<file path="src/rtl/bit_unstuffer.sv">
// Receive-path bit unstuffer: drops the stuffed 0 after MAX_ONES consecutive 1s,
// flags stuffing violations, counts delivered bits and marks packet end.
module bit_unstuffer #(
    parameter int MAX_ONES  = 6,
    parameter int CNT_WIDTH = 16
) (
    input  logic                 clock,
    input  logic                 reset,
    input  logic                 in_bit,
    input  logic                 nrzi_sending,
    output logic                 out_bit,
    output logic                 bs_sending,
    output logic                 bs_error,
    output logic                 bs_done,
    output logic [CNT_WIDTH-1:0] bit_count,
    output logic [1:0]           fsm_state
);

    // Stream handshake: out_bit is meaningful only in cycles where bs_sending=1;
    // there is no backpressure, the consumer must take every valid bit.
    typedef enum logic [1:0] {
        IDLE  = 2'd0,
        RECV  = 2'd1,
        ERROR = 2'd2
    } state_t;

    state_t               state, state_nxt;
    logic [2:0]           ones_cnt, ones_nxt;
    logic [2:0]           eff_ones;
    logic [CNT_WIDTH-1:0] eff_count, count_nxt;
    logic                 out_nxt, sending_nxt, error_nxt, done_nxt;

    assign fsm_state = state;

    always_comb begin
        state_nxt   = state;
        ones_nxt    = ones_cnt;
        count_nxt   = bit_count;
        out_nxt     = out_bit;
        sending_nxt = 1'b0;
        error_nxt   = 1'b0;
        done_nxt    = 1'b0;
        eff_ones    = ones_cnt;
        eff_count   = bit_count;

        // A packet start behaves like RECV with a fresh run length and count.
        if (state == IDLE) begin
            eff_ones  = 3'd0;
            eff_count = '0;
        end

        case (state)
            IDLE, RECV: begin
                if (nrzi_sending) begin
                    state_nxt = RECV;
                    count_nxt = eff_count;
                    if (eff_ones < 3'(MAX_ONES)) begin
                        out_nxt     = in_bit;
                        sending_nxt = 1'b1;
                        ones_nxt    = in_bit ? eff_ones + 3'd1 : 3'd0;
                        if (eff_count != {CNT_WIDTH{1'b1}}) begin
                            count_nxt = eff_count + CNT_WIDTH'(1);
                        end
                    end else if (!in_bit) begin
                        ones_nxt = 3'd0;
                    end else begin
                        error_nxt = 1'b1;
                        state_nxt = ERROR;
                    end
                end else if (state == RECV) begin
                    done_nxt  = 1'b1;
                    state_nxt = IDLE;
                    ones_nxt  = 3'd0;
                end
            end
            ERROR: begin
                if (!nrzi_sending) begin
                    done_nxt  = 1'b1;
                    state_nxt = IDLE;
                    ones_nxt  = 3'd0;
                end
            end
            default: begin
                state_nxt = IDLE;
                ones_nxt  = 3'd0;
            end
        endcase
    end

    always_ff @(posedge clock) begin
        if (reset) begin
            state      <= IDLE;
            ones_cnt   <= 3'd0;
            out_bit    <= 1'b0;
            bs_sending <= 1'b0;
            bs_error   <= 1'b0;
            bs_done    <= 1'b0;
            bit_count  <= '0;
        end else begin
            state      <= state_nxt;
            ones_cnt   <= ones_nxt;
            out_bit    <= out_nxt;
            bs_sending <= sending_nxt;
            bs_error   <= error_nxt;
            bs_done    <= done_nxt;
            bit_count  <= count_nxt;
        end
    end

endmodule

</file>
<file path="config.mk">
export PLATFORM = sky130hd
export DESIGN_NAME = bit_unstuffer
export DESIGN_NICKNAME = d
export VERILOG_FILES = /design/src/rtl/bit_unstuffer.sv
export SDC_FILE = /design/constraint.sdc
export NUM_CORES = 1
export LEC_CHECK = 0
export ABC_AREA = 1
export CAP_MARGIN = 20
export CORE_UTILIZATION = 33
export CTS_BUF_LIST = sky130_fd_sc_hd__clkbuf_8
export DETAILED_ROUTE_END_ITERATION = 8
export PLACE_DENSITY = 0.65
export SLEW_MARGIN = 5
export SYNTH_ARGS = -nofsm -noshare
export SYNTH_HDL_FRONTEND = slang
export SYNTH_SLANG_ARGS = --single-unit
</file>
<file path="constraint.sdc">
create_clock -name clock -period 3.15 [get_ports clock]
set_input_delay 0.4725 -clock clock [delete_from_list [all_inputs] [get_ports clock]]
set_output_delay 0.4725 -clock clock [all_outputs]
set_load 0.03 [all_outputs]
</file>
# Yosys cells after proc, flatten, opt, wreduce, memory -nomap -nowiden
# Cells that the tools add are included.
# W data, S select, Z words.
[word_totals] reg_bits=25 latchBits=0 ram_bits=0 romBits=0 input_bits=4 n_memories=0
[classes] n_addsub=2 multipliers=0 n_div=0 n_lt_le_gt_ge=1 n_eq_ne=6 shift=0 muxes=23 bitwise_logic=2 n_reduce_logical=8
[op_table] op="$mux W16" n=3
[op_table] op="$mux W3" n=7
[op_table] op="$add A16 B1 Y16 const B" n=1
[op_table] op="$ne A16 B16 Y1 const B" n=1
[op_table] op="$mux W2" n=5
[op_table] op="$pmux W3 S2" n=1
[op_table] op="$reduce_and A3 Y1" n=2
[op_table] op="$mux W1" n=5
[op_table] op="$ne A4 B4 Y1 const B" n=1
[op_table] op="$pmux W2 S2" n=1
[op_table] op="$reduce_and A2 Y1" n=2
[op_table] op="$reduce_or A4 Y1" n=1
[op_table] op="$add A3 B1 Y3 const B" n=1
[op_table] op="$lt A3 B3 Y1 const B" n=1
[op_table] op="$ne A3 B3 Y1 const B" n=1
[op_table] op="$reduce_or A3 Y1" n=1
[op_table] op="$eq A2 B1 Y1 const B" n=1
[op_table] op="$eq A2 B2 Y1 const B" n=1
[op_table] op="$logic_not A2 Y1" n=1
[op_table] op="$ne A2 B2 Y1 const B" n=1
[op_table] op="$not A1 Y1" n=2
[op_table] op="$pmux W1 S2" n=1
[op_table] op="$reduce_or A2 Y1" n=1

# Depth between registers and ports, before layout
[logic_depth] word_depth=7 depth_mapped=13

# Worst setup path before layout
# Ideal clock, no wire load.
[synth_path] path_type="flip-flop to flip-flop" start="register state[1], in the netlist fsm_state[1]" end="register bit_count[15]" arrival_ps=1884 setup_slack_ps=1139 path_stages_with_launch=14 path_cell_list="dfxtp_1 > nor2_4 > nor2_1 > ha_1 > nand2_1 > inv_1 > nand3_1 > nor2_4 > nand3_4 > buf_6 > nand3_1 > nand2_1 > nand2_1 > nor2_1"
[synth_via] elab_chain_cells=5
[synth_lines] item="start, declared" line="27" rtl="state_t state, state_nxt;"
[synth_lines] item="start signal, assigned" line="100" rtl="state <= state_nxt;"
[synth_lines] item="$logic_not A2 Y1" line="47, 52"
[synth_lines] item="$mux W16" line="47" rtl="if (state == IDLE) begin"
[synth_lines] item="$add A16 B1 Y16 / $ne A16 B16 Y1 (equally long branches)" line="62, 61"
[synth_lines] item="$mux W16" line="61" rtl="if (eff_count != {CNT_WIDTH{1'b1}}) begin"
[synth_lines] item="$mux W16" line="57" rtl="if (eff_ones < 3'(MAX_ONES)) begin"
[synth_lines] item="end signal, assigned" line="106" rtl="bit_count <= count_nxt;"
[synth_lines] item="end, declared" line="15" rtl="output logic [CNT_WIDTH-1:0] bit_count,"
# Several ways; a longest one is shown, not always the timed one.
# A chain may end at the register's enable or synchronous reset.

# Final worst setup path
[layout_path] start="register state[1], in the netlist fsm_state[1]" end="register bit_count[1]"
# Same word-level chain as after synthesis.

==> run metrics <==
status completed; core footprint 0.00450 mm^2; Initial Util 35.5%; # H-tree levels 1; type of the worst setup path reg -> reg; Setup Buffers After CTS 0; Max-Cap Viols 0; peak fanout along the critical path 22; later-pin clock latency in the skew report 270 ps; die height 71.6 um; slew margin rel. 70.3%; synthesized net count 251; # rows 24; final max-slew violation count 0; layout filler cell count 470; nature of the critical path startpoint flip-flop; CP startpoint fsm_state[1]; cts bufs inserted 3; Num Clock Sinks 25; R2R cell count 12; final wirelength 3.56 mm; Buf/Inv on CP 1; gr usage total 15.1%; Critical R2R Capture bit_count[1]; top-count cell post-synth nand2_1; initial antenna violation count 0; first drt pass iteration count 4; die span in x 71.6 um; hold path cells 2; Avg Vias per Cell 4.59; Cell Pwr Density 300 mW/mm^2; Antenna diodes 0; synth unique cells 24; CP most frequent cell nand2_1; Lkg Pwr 0.766 nW; fmax 448 MHz; CTS resizes 0; WP data arrival 2380 ps; post-synthesis cell count 245; Post-synth EDFFs 0; Crit path largest cell delay 510 ps; DRT iter0 DRCs 80; Setup crit end bit_count[1]; Crit-path slowest cell dfxtp_1; share of layout cells above drive strength 1 13.1%; GP Congestion 0.828; CP Capture Type flip-flop; routed wire length per instance 11.1 um; total gr overflow 0; largest net degree at the start of global routing 23; Core Util, Final 42.4%; root buffer cell clkbuf_8; synth top area cells dfxtp_1 31%, nand2_1 12%, inv_1 9.4%; Avg Cell Area, Syn 6.53 um^2; Max VDD drop 144 uV; Syn. warnings 0; final setup vio count 0; number of port buffers 25; delay-heaviest family, CP simple AND/OR/NAND/NOR gates; CP required 3300 ps; hold_buf cts 0; Worst R2R Setup Slack 920 ps; TNS Setup 0 ps; most common library cells after synthesis 51 x nand2_1, 40 x inv_1, 36 x nor2_1; worst r2r src fsm_state[1]; ANT nets after route 0; CTS Buffer Depth 2; ys flop type dfxtp_1; Final Cycle Share 70.9%; Hold Path Class reg -> reg; Final #Nets 275; biggest area consumer among synthesized cells dfxtp_1; Die ar. 0.00513 mm^2; unrepaired setup endpoints after global routing false; register area share after synthesis 31.3%; vias in the first global route 1346; HPWL after detailed placement 2.64 mm; area share of the largest cell type after synthesis 31.3%; worst slew pin tran 445 ps; area grow syn2layout 19.6%; Fin. Hold Viols 0; async set or reset register ratio after synthesis 0%; detailed-route via count 1469; first-pass GRT wire length 6.13 mm; critical path depth 12; Seq cells post-synth 25; Clock Pin Slew Worst Setup and Hold Paths 90 ps; synthesized cell area 0.00160 mm^2; Clock Skew 2.85 ps; DRC violation count after routing 0; critical path cell sequence nor2_4 > nor2_1 > ha_1 > nand2_1 > inv_1 > nand3_1 > nor2_4 > nand3_4 > nand2_1 > nand2_1 > nand2_1 > a21oi_1; I/O Pins 26; min Tclk post-route 2230 ps; CTS tree done
[sequential cells by signal, summed over array words and instances (netlist names)]
register	flops
out_bit	1
ones_cnt	3
fsm_state	2
bs_error	1
bs_done	1
bs_sending	1
bit_count	16
[cell usage in the layout (no fill, tap or decap)]
master,count
nor2_4,6
inv_1,41
buf_4,1
nand3_1,18
nand4_1,5
dfxtp_1,25
xnor2_1,1
a21oi_1,10
clkinv_1,5
nand3_4,1
nor2_2,4
ha_1,2
nand2_2,3
inv_2,5
o21ai_1,5
nand3_2,12
nand2_1,51
nor3_1,3
nor2_1,36
o21ai_0,4
o211ai_1,2
clkbuf_8,3
clkdlybuf4s50_1,25
[metal layers]
metal / global-route usage [%] / vias to the layer above / routed length [um]
li1: - / 800 / -
met1: 20.6 / 643 / 1810
met2: 24.7 / 22 / 1620
met5: 0 / - / 0
met3: 1.69 / 4 / 87
met4: 5.23 / 0 / 48
[cells by family (layout without fill, tap and decap cells)]
| group | Yosys count | in the layout | synth area share [%] |
|---|---|---|---|
| adders and majority gates | 2 | 2 | 1.56 |
| xor gates and xnor gates | 1 | 1 | 0.548 |
| and+or+nand+nor | 139 | 139 | 44.5 |
| DFF | 25 | 25 | 31.3 |
| buffers and inverters | 57 | 80 | 15.2 |
| AOI/OAI and AO/OA | 21 | 21 | 6.89 |
[worst register-to-register path, stage by stage (launching register included)]
cell and delay, ps:
dfxtp_1 510, nor2_4 120, nor2_1 150, ha_1 190, nand2_1 60, inv_1 80
nand3_1 170, nor2_4 180, nand3_4 260, nand2_1 200, nand2_1 70, nand2_1 60
a21oi_1 50
[per-stage QoR]
| stage | std cells | cell area, um^2 | hold slack, ps | power (mW) | worst slack (ps) |
|---|---|---|---|---|---|
| 6_report | 320 | 1910 | 466 | 0.573 | 916 |
| 5_1_grt | 320 | 1910 | 504 | 0.602 | 694 |
| 4_1_cts | 320 | 1910 | 471 | 0.584 | 932 |
| 3_5_place_dp | 316 | 1870 | 457 | 0.391 | 885 |
| 3_3_place_gp | 316 | 1870 | 450 | 0.390 | 932 |
| 2_1_floorplan | 245 | 1600 | 441 | 0.372 | 1140 |
[where the power goes]
part	internal (mW)	switching, mW	total (mW)
sequential	0.320	0.00303	0.323
clock	0.0873	0.103	0.190
combinational	0.0195	0.0405	0.0599
total	0.427	0.146	0.573
[final cells by class]
type / count / area [um^2] / share of cell area, %
multi-input combinational: 163 / 856 / 44.8
sequential: 25 / 500 / 26.2
timing repair buffer: 26 / 258 / 13.5
inverter: 50 / 188 / 9.82
tap: 52 / 65.1 / 3.40
clock buffer: 3 / 41.3 / 2.16
clock inverter: 1 / 3.75 / 0.196
[worst min path at each step]
stage,slack (ps),start,to
after floorplan,440,ones_cnt[1],ones_cnt[1]
after global placement,450,ones_cnt[1],ones_cnt[1]
after detailed placement,460,ones_cnt[0],ones_cnt[0]
after CTS,470,ones_cnt[0],ones_cnt[0]
after global routing,500,ones_cnt[1],ones_cnt[1]
final,470,ones_cnt[0],ones_cnt[0]
Power figures use the tool's default switching activity.
